File: src/rtl/mem_arbiter_pkg.sv
`default_nettype none
// ============================================================================
//  Module      : mem_arbiter_pkg
//  Description : Shared types and constants for the I/D memory arbiter.
//                FSM state encoding, grant identifiers, bus width.
//  Revision    : 1.0 - initial release
// ============================================================================
package mem_arbiter_pkg;

    localparam int DATA_W = 16;

    typedef enum logic [1:0] {
        ST_IDLE  = 2'b00,
        ST_ISSUE = 2'b01,
        ST_WAIT  = 2'b10,
        ST_RESP  = 2'b11
    } state_t;

    // Grant identifiers; also the encoding of the round-robin history bit.
    localparam logic GRANT_I = 1'b0;
    localparam logic GRANT_D = 1'b1;

endpackage : mem_arbiter_pkg
`default_nettype wire

File: src/rtl/mem_arbiter_if.sv
`default_nettype none
// ============================================================================
//  Module      : mem_arbiter_if
//  Description : Bundle of the instruction-side, data-side and mem_system
//                signals handled by mem_arbiter.
//                slave  : arbiter view (requests in, completions out,
//                         mem_system commands out, mem_system status in)
//                master : environment view (pipeline stages + mem_system)
//  Ports       : none (signal bundle only)
//  Revision    : 1.0 - initial release
// ============================================================================
interface mem_arbiter_if;
    import mem_arbiter_pkg::*;

    // Instruction-fetch side
    logic              i_rd;
    logic [DATA_W-1:0] i_addr;
    logic [DATA_W-1:0] i_data_out;
    logic              i_done;
    logic              i_stall;
    logic              i_hit;
    logic              i_err;

    // Data side
    logic              d_rd;
    logic              d_wr;
    logic [DATA_W-1:0] d_addr;
    logic [DATA_W-1:0] d_data_in;
    logic [DATA_W-1:0] d_data_out;
    logic              d_done;
    logic              d_stall;
    logic              d_hit;
    logic              d_err;

    // mem_system side
    logic [DATA_W-1:0] m_addr;
    logic [DATA_W-1:0] m_data_in;
    logic              m_rd;
    logic              m_wr;
    logic [DATA_W-1:0] m_data_out;
    logic              m_done;
    logic              m_stall;
    logic              m_hit;
    logic              m_err;

    modport slave (
        input  i_rd, i_addr,
        output i_data_out, i_done, i_stall, i_hit, i_err,
        input  d_rd, d_wr, d_addr, d_data_in,
        output d_data_out, d_done, d_stall, d_hit, d_err,
        output m_addr, m_data_in, m_rd, m_wr,
        input  m_data_out, m_done, m_stall, m_hit, m_err
    );

    modport master (
        output i_rd, i_addr,
        input  i_data_out, i_done, i_stall, i_hit, i_err,
        output d_rd, d_wr, d_addr, d_data_in,
        input  d_data_out, d_done, d_stall, d_hit, d_err,
        input  m_addr, m_data_in, m_rd, m_wr,
        output m_data_out, m_done, m_stall, m_hit, m_err
    );

endinterface : mem_arbiter_if
`default_nettype wire

File: src/rtl/mem_arbiter_rr_arb2.sv
`default_nettype none
// ============================================================================
//  Module      : rr_arb2
//  Description : Two-way round-robin picker. A lone requester always wins;
//                on a tie the side that was NOT granted last time wins.
//  Ports       : i_req_i      in  1  instruction side requesting
//                i_req_d      in  1  data side requesting
//                i_last_grant in  1  side granted previously (GRANT_I/D)
//                o_grant      out 1  chosen side (GRANT_I/D)
//                o_valid      out 1  at least one side requesting
//  Revision    : 1.0 - initial release
// ============================================================================
module rr_arb2
    import mem_arbiter_pkg::*;
(
    input  wire logic i_req_i,
    input  wire logic i_req_d,
    input  wire logic i_last_grant,
    output logic      o_grant,
    output logic      o_valid
);

    always_comb begin
        o_valid = i_req_i | i_req_d;
        o_grant = GRANT_I;
        if (i_req_i && i_req_d) begin
            o_grant = (i_last_grant == GRANT_I) ? GRANT_D : GRANT_I;
        end else if (i_req_d) begin
            o_grant = GRANT_D;
        end
    end

endmodule : rr_arb2
`default_nettype wire

File: src/rtl/mem_arbiter.sv
`default_nettype none
// ============================================================================
//  Module      : mem_arbiter
//  Description : Shares one mem_system between the instruction-fetch (I) and
//                data (D) requesters. Round-robin arbitration, one Rd/Wr
//                command per transaction, waits for Done (with timeout) and
//                returns data/hit/err to the granted side for one cycle.
//  Parameters  : TIMEOUT  WAIT cycles before a forced error completion
//                CNT_W    timeout counter width (must hold TIMEOUT)
//  Ports       : clk      in  1  clock
//                rst      in  1  asynchronous reset, active-high
//                bus      mem_arbiter_if.slave
//                         I side  : i_rd/i_addr -> i_data_out/done/stall/hit/err
//                         D side  : d_rd/d_wr/d_addr/d_data_in -> d_* results
//                         mem     : m_addr/m_data_in/m_rd/m_wr out,
//                                   m_data_out/m_done/m_stall/m_hit/m_err in
//  Revision    : 1.0 - initial release
// ============================================================================
module mem_arbiter
    import mem_arbiter_pkg::*;
#(
    parameter int TIMEOUT = 64,
    parameter int CNT_W   = 7
) (
    input  wire logic     clk,
    input  wire logic     rst,
    mem_arbiter_if.slave  bus
);

    state_t             r_state;
    state_t             w_state_nxt;
    logic               r_grant;
    logic               r_last;
    logic               r_is_wr;
    logic [DATA_W-1:0]  r_addr;
    logic [DATA_W-1:0]  r_wdata;
    logic [DATA_W-1:0]  r_rdata;
    logic               r_hit;
    logic               r_err;
    logic [CNT_W-1:0]   r_cnt;

    logic               w_req_d;
    logic               w_pick;
    logic               w_valid;
    logic               w_conflict;
    logic               w_tmo;
    logic               w_done_i;
    logic               w_done_d;

    assign w_req_d = bus.d_rd | bus.d_wr;

    rr_arb2 u_rr_arb2 (
        .i_req_i      (bus.i_rd),
        .i_req_d      (w_req_d),
        .i_last_grant (r_last),
        .o_grant      (w_pick),
        .o_valid      (w_valid)
    );

    // A data request asking for both read and write is malformed: it is
    // never sent to mem_system and completes straight away with an error.
    assign w_conflict = (w_pick == GRANT_D) & bus.d_rd & bus.d_wr;

    // Fires on the last of TIMEOUT consecutive WAIT cycles.
    assign w_tmo = (r_state == ST_WAIT) && (r_cnt == CNT_W'(TIMEOUT - 1));

    // ------------------------------------------------------------------
    // State register
    // ------------------------------------------------------------------
    always_ff @(posedge clk or posedge rst) begin
        if (rst) begin
            r_state <= ST_IDLE;
        end else begin
            r_state <= w_state_nxt;
        end
    end

    // ------------------------------------------------------------------
    // Next state and outputs
    // ------------------------------------------------------------------
    always_comb begin
        w_state_nxt    = r_state;
        w_done_i       = 1'b0;
        w_done_d       = 1'b0;
        bus.m_rd       = 1'b0;
        bus.m_wr       = 1'b0;
        bus.m_addr     = r_addr;
        bus.m_data_in  = r_wdata;

        case (r_state)
            ST_IDLE: begin
                if (w_valid) begin
                    w_state_nxt = w_conflict ? ST_RESP : ST_ISSUE;
                end
            end
            ST_ISSUE: begin
                bus.m_rd = ~r_is_wr;
                bus.m_wr =  r_is_wr;
                // mem_system ignores commands while stalled: keep presenting.
                if (!bus.m_stall) begin
                    w_state_nxt = ST_WAIT;
                end
            end
            ST_WAIT: begin
                if (bus.m_done || w_tmo) begin
                    w_state_nxt = ST_RESP;
                end
            end
            ST_RESP: begin
                w_done_i    = (r_grant == GRANT_I);
                w_done_d    = (r_grant == GRANT_D);
                w_state_nxt = ST_IDLE;
            end
            default: begin
                w_state_nxt = ST_IDLE;
            end
        endcase

        bus.i_done     = w_done_i;
        bus.i_data_out = w_done_i ? r_rdata : '0;
        bus.i_hit      = w_done_i & r_hit;
        bus.i_err      = w_done_i & r_err;
        bus.i_stall    = bus.i_rd & ~w_done_i;

        bus.d_done     = w_done_d;
        bus.d_data_out = w_done_d ? r_rdata : '0;
        bus.d_hit      = w_done_d & r_hit;
        bus.d_err      = w_done_d & r_err;
        bus.d_stall    = w_req_d & ~w_done_d;
    end

    // ------------------------------------------------------------------
    // Transaction latches and response capture
    // ------------------------------------------------------------------
    always_ff @(posedge clk or posedge rst) begin
        if (rst) begin
            r_grant <= GRANT_I;
            r_last  <= GRANT_D;     // I wins the first tie after reset
            r_is_wr <= 1'b0;
            r_addr  <= '0;
            r_wdata <= '0;
            r_rdata <= '0;
            r_hit   <= 1'b0;
            r_err   <= 1'b0;
        end else begin
            case (r_state)
                ST_IDLE: begin
                    if (w_valid) begin
                        r_grant <= w_pick;
                        r_addr  <= (w_pick == GRANT_I) ? bus.i_addr : bus.d_addr;
                        r_wdata <= (w_pick == GRANT_I) ? '0 : bus.d_data_in;
                        r_is_wr <= (w_pick == GRANT_D) & bus.d_wr & ~bus.d_rd;
                        r_rdata <= '0;
                        r_hit   <= 1'b0;
                        r_err   <= w_conflict;
                    end
                end
                ST_WAIT: begin
                    if (bus.m_done) begin
                        r_rdata <= r_is_wr ? '0 : bus.m_data_out;
                        r_hit   <= bus.m_hit;
                        r_err   <= bus.m_err;
                    end else if (w_tmo) begin
                        r_rdata <= '0;
                        r_hit   <= 1'b0;
                        r_err   <= 1'b1;
                    end
                end
                ST_RESP: begin
                    r_last <= r_grant;
                end
                default: begin
                end
            endcase
        end
    end

    // ------------------------------------------------------------------
    // WAIT-cycle counter, cleared whenever the FSM is elsewhere
    // ------------------------------------------------------------------
    always_ff @(posedge clk or posedge rst) begin
        if (rst) begin
            r_cnt <= '0;
        end else if (r_state == ST_WAIT) begin
            r_cnt <= r_cnt + CNT_W'(1);
        end else begin
            r_cnt <= '0;
        end
    end

endmodule : mem_arbiter
`default_nettype wire
File: src/flat_wrapper.sv
// flat-port wrapper written by rule: the top's interface ports become plain ports
module mem_arbiter_flat import mem_arbiter_pkg::*;
#(
    parameter int TIMEOUT = 64,
    parameter int CNT_W   = 7
)
  (clk, rst, bus_i_rd, bus_i_addr, bus_i_data_out, bus_i_done, bus_i_stall, bus_i_hit, bus_i_err, bus_d_rd, bus_d_wr, bus_d_addr, bus_d_data_in, bus_d_data_out, bus_d_done, bus_d_stall, bus_d_hit, bus_d_err, bus_m_addr, bus_m_data_in, bus_m_rd, bus_m_wr, bus_m_data_out, bus_m_done, bus_m_stall, bus_m_hit, bus_m_err);
  mem_arbiter_if bus_i ();
  input  wire logic clk;
  input  wire logic rst;
  input wire logic [$bits(bus_i.i_rd)-1:0] bus_i_rd;
  input wire logic [$bits(bus_i.i_addr)-1:0] bus_i_addr;
  output wire logic [$bits(bus_i.i_data_out)-1:0] bus_i_data_out;
  output wire logic [$bits(bus_i.i_done)-1:0] bus_i_done;
  output wire logic [$bits(bus_i.i_stall)-1:0] bus_i_stall;
  output wire logic [$bits(bus_i.i_hit)-1:0] bus_i_hit;
  output wire logic [$bits(bus_i.i_err)-1:0] bus_i_err;
  input wire logic [$bits(bus_i.d_rd)-1:0] bus_d_rd;
  input wire logic [$bits(bus_i.d_wr)-1:0] bus_d_wr;
  input wire logic [$bits(bus_i.d_addr)-1:0] bus_d_addr;
  input wire logic [$bits(bus_i.d_data_in)-1:0] bus_d_data_in;
  output wire logic [$bits(bus_i.d_data_out)-1:0] bus_d_data_out;
  output wire logic [$bits(bus_i.d_done)-1:0] bus_d_done;
  output wire logic [$bits(bus_i.d_stall)-1:0] bus_d_stall;
  output wire logic [$bits(bus_i.d_hit)-1:0] bus_d_hit;
  output wire logic [$bits(bus_i.d_err)-1:0] bus_d_err;
  output wire logic [$bits(bus_i.m_addr)-1:0] bus_m_addr;
  output wire logic [$bits(bus_i.m_data_in)-1:0] bus_m_data_in;
  output wire logic [$bits(bus_i.m_rd)-1:0] bus_m_rd;
  output wire logic [$bits(bus_i.m_wr)-1:0] bus_m_wr;
  input wire logic [$bits(bus_i.m_data_out)-1:0] bus_m_data_out;
  input wire logic [$bits(bus_i.m_done)-1:0] bus_m_done;
  input wire logic [$bits(bus_i.m_stall)-1:0] bus_m_stall;
  input wire logic [$bits(bus_i.m_hit)-1:0] bus_m_hit;
  input wire logic [$bits(bus_i.m_err)-1:0] bus_m_err;
  assign bus_i.i_rd = bus_i_rd;
  assign bus_i.i_addr = bus_i_addr;
  assign bus_i_data_out = bus_i.i_data_out;
  assign bus_i_done = bus_i.i_done;
  assign bus_i_stall = bus_i.i_stall;
  assign bus_i_hit = bus_i.i_hit;
  assign bus_i_err = bus_i.i_err;
  assign bus_i.d_rd = bus_d_rd;
  assign bus_i.d_wr = bus_d_wr;
  assign bus_i.d_addr = bus_d_addr;
  assign bus_i.d_data_in = bus_d_data_in;
  assign bus_d_data_out = bus_i.d_data_out;
  assign bus_d_done = bus_i.d_done;
  assign bus_d_stall = bus_i.d_stall;
  assign bus_d_hit = bus_i.d_hit;
  assign bus_d_err = bus_i.d_err;
  assign bus_m_addr = bus_i.m_addr;
  assign bus_m_data_in = bus_i.m_data_in;
  assign bus_m_rd = bus_i.m_rd;
  assign bus_m_wr = bus_i.m_wr;
  assign bus_i.m_data_out = bus_m_data_out;
  assign bus_i.m_done = bus_m_done;
  assign bus_i.m_stall = bus_m_stall;
  assign bus_i.m_hit = bus_m_hit;
  assign bus_i.m_err = bus_m_err;
  mem_arbiter #(.TIMEOUT(TIMEOUT), .CNT_W(CNT_W)) u_core (.clk(clk), .rst(rst), .bus(bus_i));
endmodule
File: config.mk
export PLATFORM = sky130hd
export DESIGN_NAME = mem_arbiter_flat
export DESIGN_NICKNAME = d
export VERILOG_FILES = /design/src/rtl/mem_arbiter_pkg.sv /design/src/rtl/mem_arbiter_if.sv /design/src/rtl/mem_arbiter_rr_arb2.sv /design/src/rtl/mem_arbiter.sv /design/src/flat_wrapper.sv
export SDC_FILE = /design/constraint.sdc
export NUM_CORES = 1
export LEC_CHECK = 0
export BUFFER_PORTS_ARGS = -buffer_cell sky130_fd_sc_hd__buf_2
export CORE_MARGIN = 1.5
export CORE_UTILIZATION = 30
export CTS_CLUSTER_SIZE = 24
export DETAILED_ROUTE_END_ITERATION = 10
export MAX_ROUTING_LAYER = met4
export PLACE_DENSITY_LB_ADDON = 0.05
export RECOVER_POWER = 100
export SLEW_MARGIN = 0
export SYNTH_ARGS = -nofsm -noshare
export SYNTH_HDL_FRONTEND = slang
export SYNTH_SLANG_ARGS = --single-unit
File: constraint.sdc
create_clock -name clk -period 3.1 [get_ports clk]
set_input_delay 0.31 -clock clk [delete_from_list [all_inputs] [get_ports clk]]
set_output_delay 0.31 -clock clk [all_outputs]
set_load 0.03 [all_outputs]
==> impl_metrics.ini, run 1 <==
[logic_synthesis]
synthCells = 294
synth_most_common_cell = dfrtp_1
yosysTopAreaCell = dfrtp_1
synth_ff_type = dfrtp_1
synth.distinct_cells = 33
synth_edf_count = 0
syn-num-nets = 373
async_reset_ff_frac = 1.000
postSynthAreaPerCell_um2 = 10.33
syn-cell-area_um2 = 3038
ys_seq_area_frac = 0.5111
yosys_warnings = 0
post_synth_most_frequent_cells = dfrtp_1, nand2_1, mux2i_1
yosysTopAreaCellShare = 0.5025
synth-seq-cells = 62
synth.area.top_cells = dfrtp_1, mux2i_1, nand2_1, a22o_1, and2_1

[timing]
finalCriticalPeriod_ns = 2.546
setup_violations = 0
clock_skew_ns = 0.008973
slew_headroom = 0.02850
hold_viol = 0
fin_setup_tns_ns = 0
slew_violations = 0
clock.fmax_mhz = 392.7
rsz0062_at_grt = false
finalCritPeriodShare = 0.8214
tightest_slew_ns = 1.456

[clock_tree]
ctsHtreeMaxLevel = 3
cts_tree = built
clockBufferDepth = 2
path_clk_slew_ns = 0.07
cts_setup_buffers = 0
cts.sinks = 62
cts-root-buf = clkbuf_8
cts_made_buffers = 9
insertion_delay_ns = 0.33
cts_resized = 0
postCtsHoldBufs = 0

[pwr]
powerDensity_nw_per_um2 = 980.7
vdd_drop_max_mv = 0.3463
p_leak_uw = 0.002141
finalPower_uw = 4030

[floorplan]
die-width_um = 103.6
die_h_um = 103.6
core_um2 = 9819
pin_count = 147
rows = 36
die_area_um2 = 10740
start_util = 0.3094

[worst_setup_path]
crit_path_start_kind = flip-flop
cp.required_ns = 2.79
path_class = flip-flop to output pin
arrival_ns = 2.24
crit_chain = nor2b_1 > clkbuf_1 > and2_1 > buf_2
critPathMaxFanout = 22
slowest_delay_ns = 0.61
slowest_stage = dfrtp_1
crit_path_end_kind = output pin

[layout]
diodes = 0
nets = 521
final_cell_area_um2 = 4109
syn_to_final_growth_pct = 35.26
drive_above_1_share = 0.2595
final_util = 0.4185

[placed_design]
post-dp-hpwl_um = 5686
place.gp.congestion = 0.6995
dpl_cell_area_um2 = 3919
portBuffers = 146

[routing]
wl_met1_um = 3506
firstDrtPassIters = 4
wl_met3_um = 306
wl_met2_um = 3955
drt-wirelength-per-cell_um = 13.57
top_layer = met4
viasPerCell = 4.440
routed_wl_um = 7870
drc_errors = 0
via_count = 2575
drt_iter0_drc = 76
ant_nets = 0

[global_route]
groute.usage.overall = 0.1546
grt_pass1_wl_um = 12900
antenna_found_initial = 0
grt-ovfl-total = 0
grt_max_degree = 50
grt_pass1_vias = 2542

[run_status]
status = completed

[flow_run]
maxCapViolations = 0

[worst_hold_path]
hold_path_class = input port to flip-flop
[critical path: cells and delay by family, from the launching register on]
kind	cells	cell delay [ns]
flops	1	0.61
buf+inv	2	0.54
simple gates	2	0.76
[flip-flops by register name (all words and copies together), names as in the netlist]
name                  flops
u_core.r_rdata           16
u_core.r_hit              1
u_core.bus.m_addr        16
u_core.r_cnt              7
u_core.r_state            2
u_core.r_is_wr            1
u_core.r_err              1
u_core.r_last             1
u_core.bus.m_data_in     16
u_core.r_grant            1
[path summary, 6_finish.rpt]
| check | start | slack, ns | depth (start not counted) | endpoint |
|---|---|---|---|---|
| setup / recovery | u_core.r_grant | 0.55 | 4 | bus_i_data_out[12] |
| hold / removal | bus_d_data_in[15] | 0.19 | 2 | u_core.bus.m_data_in[15] |
| setup reg to reg | u_core.r_state[0] | 0.72 | 6 | u_core.r_rdata[2] |
| hold reg to reg | u_core.r_cnt[0] | 0.46 | 1 | u_core.r_cnt[0] |
| max in group asynchronous | rst | 1.30 | 3 | u_core.bus.m_addr[7] |
| min in group asynchronous | rst | 0.40 | 2 | u_core.bus.m_data_in[11] |
[per-layer routing]
metal  track usage  up-vias
met3       0.02580       10
met5             -        -
met4       0.05952        0
met1        0.1856     1206
met2        0.2605       73
li1              -     1286
[placed cells by master (no fill, tap or decap), drive strengths merged, types with 4 or more instances in the layout]
master,n
and2,22
and3,20
clkbuf,73
ha,6
o21ai,20
a22o,16
nand2,38
nor2,12
mux2i,36
buf,92
dfrtp,61
bufinv,4
inv,24
[logic make-up after synthesis]
logic type,count (synthesis),synth area share
and+or+nand+nor,99,0.1701
DFF,62,0.5111
AOI/OAI and AO/OA,46,0.1038
buffers and inverters,41,0.05931
muxes,37,0.1223
adders and majority gates,6,0.02471
xor gates and xnor gates,3,0.008651
[power breakdown]
group	switching (uW)	total [uW]	internal, uW	leakage, uW
Clock	321	983	661	0.000140
Sequential	213	1330	1110	0.000804
Combinational	1160	1720	558	0.00120
Total	1700	4030	2330	0.00214
[per-stage QoR]
stage	cells	worst slack [ns]	hold slack (ns)
final	580	0.5535	0.1855
after global routing	580	0.2921	0.1734
after CTS	580	0.6623	0.1547
after detailed placement	564	0.9094	0.4454
after global placement	564	1.015	0.4420
after floorplan	294	1.231	0.3991
[final cells by class]
type	count	area [um^2]
Clock inverter	5	128.9
Timing Repair Buffer	154	700.7
Tap cell	133	166.4
Fill cell	1052	5710
Inverter	24	90.09
Sequential cell	62	1553
Clock buffer	11	151.4
Multi-Input combinational cell	191	1319
Note: power is estimated with default switching activity, not from simulation.
==> inputs of run 2 (changes only) <==
==> constraint.sdc (replaced) <==
create_clock -name clk -period 2.07 [get_ports clk]
set_input_delay 0.207 -clock clk [delete_from_list [all_inputs] [get_ports clk]]
set_output_delay 0.207 -clock clk [all_outputs]
set_load 0.03 [all_outputs]
==> impl_metrics.ini, run 2 (synthesis gave the netlist of run 1 again) <==
[clock_tree]
ctsHtreeMaxLevel = 3
cts_made_buffers = 9
clockBufferDepth = 2
insertion_delay_ns = 0.34
cts-root-buf = clkbuf_8
cts_tree = built
cts_setup_buffers = 0
cts.sinks = 62
path_clk_slew_ns = 0.08

[routing]
via_count = 2612
drt_iter0_drc = 67
viasPerCell = 4.473
firstDrtPassIters = 4
drc_errors = 0
ant_nets = 0
drt-wirelength-per-cell_um = 13.39
routed_wl_um = 7820

[timing]
clock_skew_ns = 0.01286
finalCritPeriodShare = 0.9301
fin_ws_ns = 0.1447
slew_headroom = 0.2665
setup_violations = 0
clock.fmax_mhz = 519.4
tightest_slew_ns = 1.100
hold_viol = 0
finalCriticalPeriod_ns = 1.925
rsz0062_at_grt = false
fin_setup_tns_ns = 0
slew_violations = 0

[pwr]
p_leak_uw = 0.002164
p_int_uw = 3256
p_seq_frac = 0.334
combPwrFrac = 0.461
clock_power_share = 0.205
switching_share = 0.4423
finalPower_uw = 5837
p_switching_uw = 2582
powerDensity_nw_per_um2 = 1420
vdd_drop_max_mv = 0.6391

[global_route]
grt-ovfl-total = 0
grt_max_degree = 26
grt_pass1_vias = 2465
groute.usage.overall = 0.1513
antenna_found_initial = 0
grt_pass1_wl_um = 12540

[worst_setup_path]
crit_path_start_kind = flip-flop
cp.required_ns = 1.86
rr_worst_depth = 6
arrival_ns = 1.72
reg2reg_to = u_core.bus.m_data_in[4]
crit_path_end_kind = output pin
r2r_slack_ns = 0.21
reg2reg_from = u_core.r_state[0]
critPathMaxFanout = 12
path_class = flip-flop to output pin

[floorplan]
die-width_um = 103.6
start_util = 0.3094
pin_count = 147
rows = 36
die_area_um2 = 10740
die_h_um = 103.6
core_um2 = 9819

[placed_design]
post-dp-hpwl_um = 5769
place_inst = 567
place.gp.congestion = 0.7287
dp_slack_ns = 0.03711
portBuffers = 146

[worst_hold_path]
min_path_cells = 2
hp-start = bus_d_data_in[0]
hold_path_class = input port to flip-flop
hold-path-endpoint = u_core.bus.m_data_in[0]

[layout]
fillers = 1050
nets = 525
diodes = 0
final_util = 0.4187
drive_above_1_share = 0.3171
stdcell_count = 584
final_cell_mix = buf_2, dfrtp_1, clkbuf_2
mostFrequentLayoutCell = buf_2
syn_to_final_growth_pct = 35.34

[flow_run]
maxCapViolations = 0

[run_status]
status = completed
-- run 2: changes by cell type in the layout (fill, tap and decap cells not counted), sizes merged --
cell	delta
clkbuf	+14
buf	-13
bufinv	-2
clkinvlp	+2
clkinv	+1
dlygate4sd3	+1
inv	+1
-- run 2: per-stage QoR --
stage	instance area, um^2	hold slack (ns)
after floorplan	3038	0.2961
after global placement	3954	0.2936
after detailed placement	3954	0.2913
after CTS	4185	0.05454
after global routing	4111	0.04779
final	4111	0.07391
-- run 2: how the worst max path moves through the flow --
stage	startpoint	to	depth (start not counted)
after floorplan	u_core.r_state[0]	u_core.r_rdata[0]	7
after global placement	u_core.r_state[0]	u_core.bus.m_data_in[7]	5
after detailed placement	u_core.r_state[0]	u_core.bus.m_data_in[4]	5
after CTS	u_core.r_state[0]	u_core.bus.m_data_in[4]	5
after global routing	u_core.r_state[1]	bus_i_data_out[14]	5
final	u_core.r_grant	bus_d_done	3
-- run 2: timing repair --
item | in CTS | in global routing
setup endpoints to repair | 0 | 33
hold buffers | 1 | 0
gates resized for setup | 0 | 2
hold endpoints to repair | 22 | 0
-- run 2: area by class of cell --
cell class,count,area [um^2],area share
flip-flops and latches,62,1553,0.3777
multi-input cells,191,1308,0.3180
repair buffers,158,773.2,0.1881
well taps,133,166.4,0.04047
clock buffers,9,123.9,0.03013
clock inverters,7,97.59,0.02374
inverters,24,90.09,0.02191
-- run 2: critical path, cell delays in order (launching register included) --
cell and delay (ns):
dfrtp_1 0.53, clkbuf_1 0.41, and2_0 0.22, clkbuf_2 0.22
-- run 2: power by group through the flow --
stage	combinational, uW	clock (uW)	sequential, uW
2_1_floorplan	1500	0	2470
3_3_place_gp	2830	0	1970
3_5_place_dp	2850	0	1970
4_1_cts	2860	1230	1950
5_1_grt	2930	1300	2020
6_report	2690	1190	1950
-- run 2: routing by layer --
metal  global-route usage  wire length, um  vias to the layer above
met3              0.04531              391                       12
met4              0.04663              135                        0
met2               0.2448             3848                       76
li1                     -                -                     1298
met1               0.1820             3445                     1226
met5                    -                0                        -
